[src/rtl/tl_a_channel_arbiter.sv]
// 2:1 TileLink-UH A-channel arbiter with round-robin grant and Put-burst lock.
// D responses are steered back to the requester by the top source bit.
module tl_a_channel_arbiter #(
    parameter int ADDR_W   = 32,
    parameter int DATA_W   = 64,
    parameter int SRC_W    = 4,
    parameter int SIZE_W   = 4,
    parameter int MAX_SIZE = 6
) (
    input  logic                clock,
    input  logic                reset,

    input  logic                a0_valid,
    output logic                a0_ready,
    input  logic [2:0]          a0_opcode,
    input  logic [2:0]          a0_param,
    input  logic [SIZE_W-1:0]   a0_size,
    input  logic [SRC_W-1:0]    a0_source,
    input  logic [ADDR_W-1:0]   a0_address,
    input  logic [DATA_W/8-1:0] a0_mask,
    input  logic [DATA_W-1:0]   a0_data,

    input  logic                a1_valid,
    output logic                a1_ready,
    input  logic [2:0]          a1_opcode,
    input  logic [2:0]          a1_param,
    input  logic [SIZE_W-1:0]   a1_size,
    input  logic [SRC_W-1:0]    a1_source,
    input  logic [ADDR_W-1:0]   a1_address,
    input  logic [DATA_W/8-1:0] a1_mask,
    input  logic [DATA_W-1:0]   a1_data,

    output logic                ao_valid,
    input  logic                ao_ready,
    output logic [2:0]          ao_opcode,
    output logic [2:0]          ao_param,
    output logic [SIZE_W-1:0]   ao_size,
    output logic [SRC_W:0]      ao_source,
    output logic [ADDR_W-1:0]   ao_address,
    output logic [DATA_W/8-1:0] ao_mask,
    output logic [DATA_W-1:0]   ao_data,

    input  logic                d_valid,
    output logic                d_ready,
    input  logic [2:0]          d_opcode,
    input  logic [1:0]          d_param,
    input  logic [SIZE_W-1:0]   d_size,
    input  logic [SRC_W:0]      d_source,
    input  logic [DATA_W-1:0]   d_data,
    input  logic                d_denied,
    input  logic                d_corrupt,

    output logic                d0_valid,
    input  logic                d0_ready,
    output logic [2:0]          d0_opcode,
    output logic [1:0]          d0_param,
    output logic [SIZE_W-1:0]   d0_size,
    output logic [SRC_W-1:0]    d0_source,
    output logic [DATA_W-1:0]   d0_data,
    output logic                d0_denied,
    output logic                d0_corrupt,

    output logic                d1_valid,
    input  logic                d1_ready,
    output logic [2:0]          d1_opcode,
    output logic [1:0]          d1_param,
    output logic [SIZE_W-1:0]   d1_size,
    output logic [SRC_W-1:0]    d1_source,
    output logic [DATA_W-1:0]   d1_data,
    output logic                d1_denied,
    output logic                d1_corrupt
);

    localparam int CNT_W = MAX_SIZE - 2;
    localparam logic [2:0] OP_PUT_FULL = 3'd0;
    localparam logic [2:0] OP_PUT_PART = 3'd1;

    typedef enum logic [1:0] {
        IDLE  = 2'd0,
        HOLD  = 2'd1,
        BURST = 2'd2
    } state_t;

    state_t           state_q, state_d;
    logic             rr_q, rr_d;
    logic             grant_q, grant_d;
    logic [CNT_W-1:0] cnt_q, cnt_d;

    logic             sel;
    logic             sel_valid;
    logic             fire;
    logic             multi;
    logic [CNT_W-1:0] first_m1;

    // Grant is only free to move in IDLE; HOLD and BURST keep the latched owner.
    always_comb begin
        if (state_q == IDLE) begin
            sel = rr_q ? a1_valid : (~a0_valid & a1_valid);
        end else begin
            sel = grant_q;
        end
    end

    assign sel_valid  = sel ? a1_valid : a0_valid;
    assign ao_valid   = ~reset & sel_valid;
    assign a0_ready   = ~reset & ~sel & ao_ready;
    assign a1_ready   = ~reset &  sel & ao_ready;

    assign ao_opcode  = sel ? a1_opcode  : a0_opcode;
    assign ao_param   = sel ? a1_param   : a0_param;
    assign ao_size    = sel ? a1_size    : a0_size;
    assign ao_source  = {sel, (sel ? a1_source : a0_source)};
    assign ao_address = sel ? a1_address : a0_address;
    assign ao_mask    = sel ? a1_mask    : a0_mask;
    assign ao_data    = sel ? a1_data    : a0_data;

    assign fire  = ao_valid & ao_ready;
    assign multi = ((ao_opcode == OP_PUT_FULL) || (ao_opcode == OP_PUT_PART))
                   && (ao_size > SIZE_W'(3));
    assign first_m1 = (CNT_W'(1) << (ao_size - SIZE_W'(3))) - CNT_W'(1);

    always_comb begin
        state_d = state_q;
        rr_d    = rr_q;
        grant_d = grant_q;
        cnt_d   = cnt_q;
        case (state_q)
            IDLE, HOLD: begin
                if (fire) begin
                    rr_d    = ~sel;
                    grant_d = sel;
                    if (multi) begin
                        cnt_d   = first_m1;
                        state_d = BURST;
                    end else begin
                        state_d = IDLE;
                    end
                end else if ((state_q == IDLE) && ao_valid) begin
                    grant_d = sel;
                    state_d = HOLD;
                end else if ((state_q == HOLD) && !sel_valid) begin
                    state_d = IDLE;
                end
            end
            BURST: begin
                if (fire) begin
                    cnt_d = cnt_q - CNT_W'(1);
                    if (cnt_q == CNT_W'(1)) begin
                        state_d = IDLE;
                    end
                end
            end
            default: state_d = IDLE;
        endcase
    end

    always_ff @(posedge clock or posedge reset) begin
        if (reset) begin
            state_q <= IDLE;
            rr_q    <= 1'b0;
            grant_q <= 1'b0;
            cnt_q   <= '0;
        end else begin
            state_q <= state_d;
            rr_q    <= rr_d;
            grant_q <= grant_d;
            cnt_q   <= cnt_d;
        end
    end

    // Response routing is per beat, so no D-side state is needed.
    assign d0_valid   = d_valid & ~d_source[SRC_W];
    assign d1_valid   = d_valid &  d_source[SRC_W];
    assign d_ready    = d_source[SRC_W] ? d1_ready : d0_ready;

    assign d0_opcode  = d_opcode;
    assign d0_param   = d_param;
    assign d0_size    = d_size;
    assign d0_source  = d_source[SRC_W-1:0];
    assign d0_data    = d_data;
    assign d0_denied  = d_denied;
    assign d0_corrupt = d_corrupt;

    assign d1_opcode  = d_opcode;
    assign d1_param   = d_param;
    assign d1_size    = d_size;
    assign d1_source  = d_source[SRC_W-1:0];
    assign d1_data    = d_data;
    assign d1_denied  = d_denied;
    assign d1_corrupt = d_corrupt;

endmodule

[config.mk]
export PLATFORM = sky130hd
export DESIGN_NAME = tl_a_channel_arbiter
export DESIGN_NICKNAME = d
export VERILOG_FILES = /design/src/rtl/tl_a_channel_arbiter.sv
export SDC_FILE = /design/constraint.sdc
export NUM_CORES = 1
export LEC_CHECK = 0
export BUFFER_PORTS_ARGS = -buffer_cell sky130_fd_sc_hd__buf_2
export CAP_MARGIN = 40
export CELL_PAD_IN_SITES_DETAIL_PLACEMENT = 0
export CELL_PAD_IN_SITES_GLOBAL_PLACEMENT = 1
export CORE_AREA = 4 4 231 233
export DETAILED_ROUTE_END_ITERATION = 7
export DIE_AREA = 0 0 235 237
export GPL_TIMING_DRIVEN = 0
export PLACE_DENSITY_LB_ADDON = 0.3
export SYNTH_ARGS = -nofsm -noshare
export SYNTH_HDL_FRONTEND = slang
export SYNTH_SLANG_ARGS = --single-unit
[constraint.sdc]
create_clock -name clock -period 3.6 [get_ports clock]
set_input_delay 0.36 -clock clock [delete_from_list [all_inputs] [get_ports clock]]
set_output_delay 0.36 -clock clock [all_outputs]
set_load 0.05 [all_outputs]
==> out/qor.yml <==
root_buffer: "clkbuf_16"
routed_wl_um: 20800
cp_max_fo: 10
fin_crit_ns: 3.19
dr.pass1.iters: 4
finalHoldViolCount: 0
timing.final.crit_share_pct: 88.7
hp-class: "input port to asynchronous set/reset pin"
worst_path_most_repeated_cell: "buf_2"
syn2layout_area_growth_pct: 107
yosysWarnings: 0
cts_resized: 0
antenna_found_initial: 3
ys_seq_elements: 8
outcome: "complete, no violations"
core_mm2: 0.0512
maxSlewViolCount: 0
synth_cell_types: 35
slew_headroom_pct: 66.5
fin_nets: 1246
async_reset_ff_share_pct: 100
ant_nets: 0
netlist_top_cells_count: "159 x buf_4, 120 x mux2_2, 15 x nor2_1"
end_kind: "output port"
drt-met1-wl_um: 7330
grt_pass1_wl_um: 28800
row_count: 83
synth_edf_count: 0
fp.dieW_um: 235
synth_area_leaders: "mux2_2 40%, buf_4 36%, dfrtp_1 6.0%, buf_2 1.8%, nor2_1 1.7%"
tightest_slew_ns: 0.498
max_cap_violations: 0
syn_inst: 385
p_leak_nw: 3.73
grtUsageTotal_pct: 6.60
io_buffer_count: 527
insertion_delay_ns: 0.23
yosysTopAreaCell: "mux2_2"
drc_errors: 0
criticalPathCategory: "flip-flop to output port"
clock-sinks: 8
post-cts-setup-buffers: 0
cts_tree: "built"
syn-num-nets: 713
place_congestion: 0.831
cp_data_arrival_time_ns: 2.83
cts.path.max_buffers: 2
ir_drop_uv: 272
setup_tns_ns: 0
p_per_area_mw_per_mm2: 664
die_h_um: 237
start_util_pct: 6.55
finClkSkew_ns: 0.000472
wl_met2_um: 11100
drt_iter0_markers: 57
synth_flop_cell: "dfrtp_1"
syn_avg_cell_area_um2: 8.71
wl_per_cell_um: 13.0
setup_viol: 0
synth_top_area_share_pct: 40.3
dr_wl_met3_um: 1950
dieArea_mm2: 0.0557
syn_area_mm2: 0.00335
grt_pass1_vias: 4689
cts_made_buffers: 3
path_cells: "buf_6 > o21a_1 > a31oi_4 > clkbuf_1 > buf_8 > buf_2 > mux2_2 > buf_2"
vias: 4544
clkSlewWorstSetupHoldPaths_ns: 0.04
fmax_ghz: 0.313
cts_hold_buf: 0
gr-total-overflow: 0
cpPeakStageDelay_ns: 0.44
cp.required_ns: 3.24
hpwl_um: 19500
rsz0062_at_grt: "no"
top_layer: "met5"
synthMostInstantiatedCell: "buf_4"
post_drt_via_cell_ratio: 2.85
worstSetupStartpointType: "flip-flop"
cts_htree_levels: 1
final_area_mm2: 0.00693
grt_max_degree: 11
dpl_cell_area_mm2: 0.00686
drive_gt1_share_pct: 90.3
slowest_stage: "clkbuf_1"
io_pins: 607
yosysSeqAreaShare_pct: 5.97
[layer usage]
layer | global-route usage [%] | vias to the layer above
li1 | - | 2221
met5 | 0 | -
met3 | 1.89 | 19
met1 | 6.90 | 1981
met2 | 13.0 | 319
met4 | 1.43 | 4
[cells by family after synthesis]
kind of cell	count (synthesis)	share of synthesized area, %
multiplexers	123	41.2
buffers and inverters	180	38.6
AND/OR/NAND/NOR	40	6.05
flip-flops	8	5.97
adder cells (fa/ha/maj)	4	1.49
XOR/XNOR	5	1.31
AO/OA/AOI/OAI	25	5.34
[registers in the layout (all words and copies together) (netlist names)]
register	cells
cnt_q	4
grant_q	1
rr_q	1
state_q	2
[report_power, final]
group | internal (mW) | leakage (nW) | total [mW] | switching [mW]
clock | 0.144 | 0.0370 | 0.192 | 0.0483
sequential | 0.130 | 0.0967 | 0.164 | 0.0341
combinational | 1.29 | 3.59 | 4.24 | 2.95
total | 1.57 | 3.73 | 4.60 | 3.03
[metrics by stage]
stage | util, % | instances | total power [mW] | hold slack, ns | worst slack, ns
2_1_floorplan | - | 385 | 3.46 | 0.190 | 0.662
3_3_place_gp | 13.4 | 1592 | 4.47 | 0.405 | 0.134
3_5_place_dp | 13.4 | 1593 | 4.46 | 0.406 | 0.393
4_1_cts | 13.5 | 1596 | 4.67 | 0.158 | 0.246
5_1_grt | 13.5 | 1597 | 4.83 | 0.186 | 0.130
6_report | 13.5 | 1597 | 4.60 | 0.149 | 0.405
[final cells by class]
cell class / count / area (um^2)
inverters: 6 / 22.5
flip-flops and latches: 8 / 200
fillers: 5903 / 44300
clock buffers: 3 / 75.1
multi-input cells: 197 / 1860
well taps: 680 / 851
plain buffers: 174 / 1270
repair buffers: 528 / 2650
diodes: 1 / 2.50
[critical path, delay by kind of cell (launching register included)]
family | cells | cell delay [ns]
mux | 1 | 0.43
flops | 1 | 0.39
compound gates | 2 | 0.45
buf+inv | 5 | 1.32
[cells in the final DEF, fill, tap and decap left out, types with 3 or more instances in the layout]
cell type,count
clkbuf_16,3
nor2_1,15
o21ai_0,8
mux2_2,120
ha_1,4
xnor2_1,3
o21a_1,3
a21oi_1,3
nand2_1,6
nor3_1,4
inv_1,5
buf_2,539
buf_4,159
mux2i_1,3
dfrtp_1,8
nor2b_1,3
[worst paths after layout]
kind | slack [ns] | depth (start not counted) | end | startpoint
min in group clock | 0.36 | 2 | grant_q | a0_valid
worst min-delay path | 0.15 | 2 | state_q[0] | reset
worst max register to register | 0.46 | 14 | cnt_q[1] | state_q[0]
worst max-delay path | 0.41 | 8 | ao_data[28] | state_q[0]
worst min register to register | 0.53 | 1 | rr_q | rr_q
max in group asynchronous | 3.16 | 2 | cnt_q[3] | reset
(Power assumes the default switching activity.)
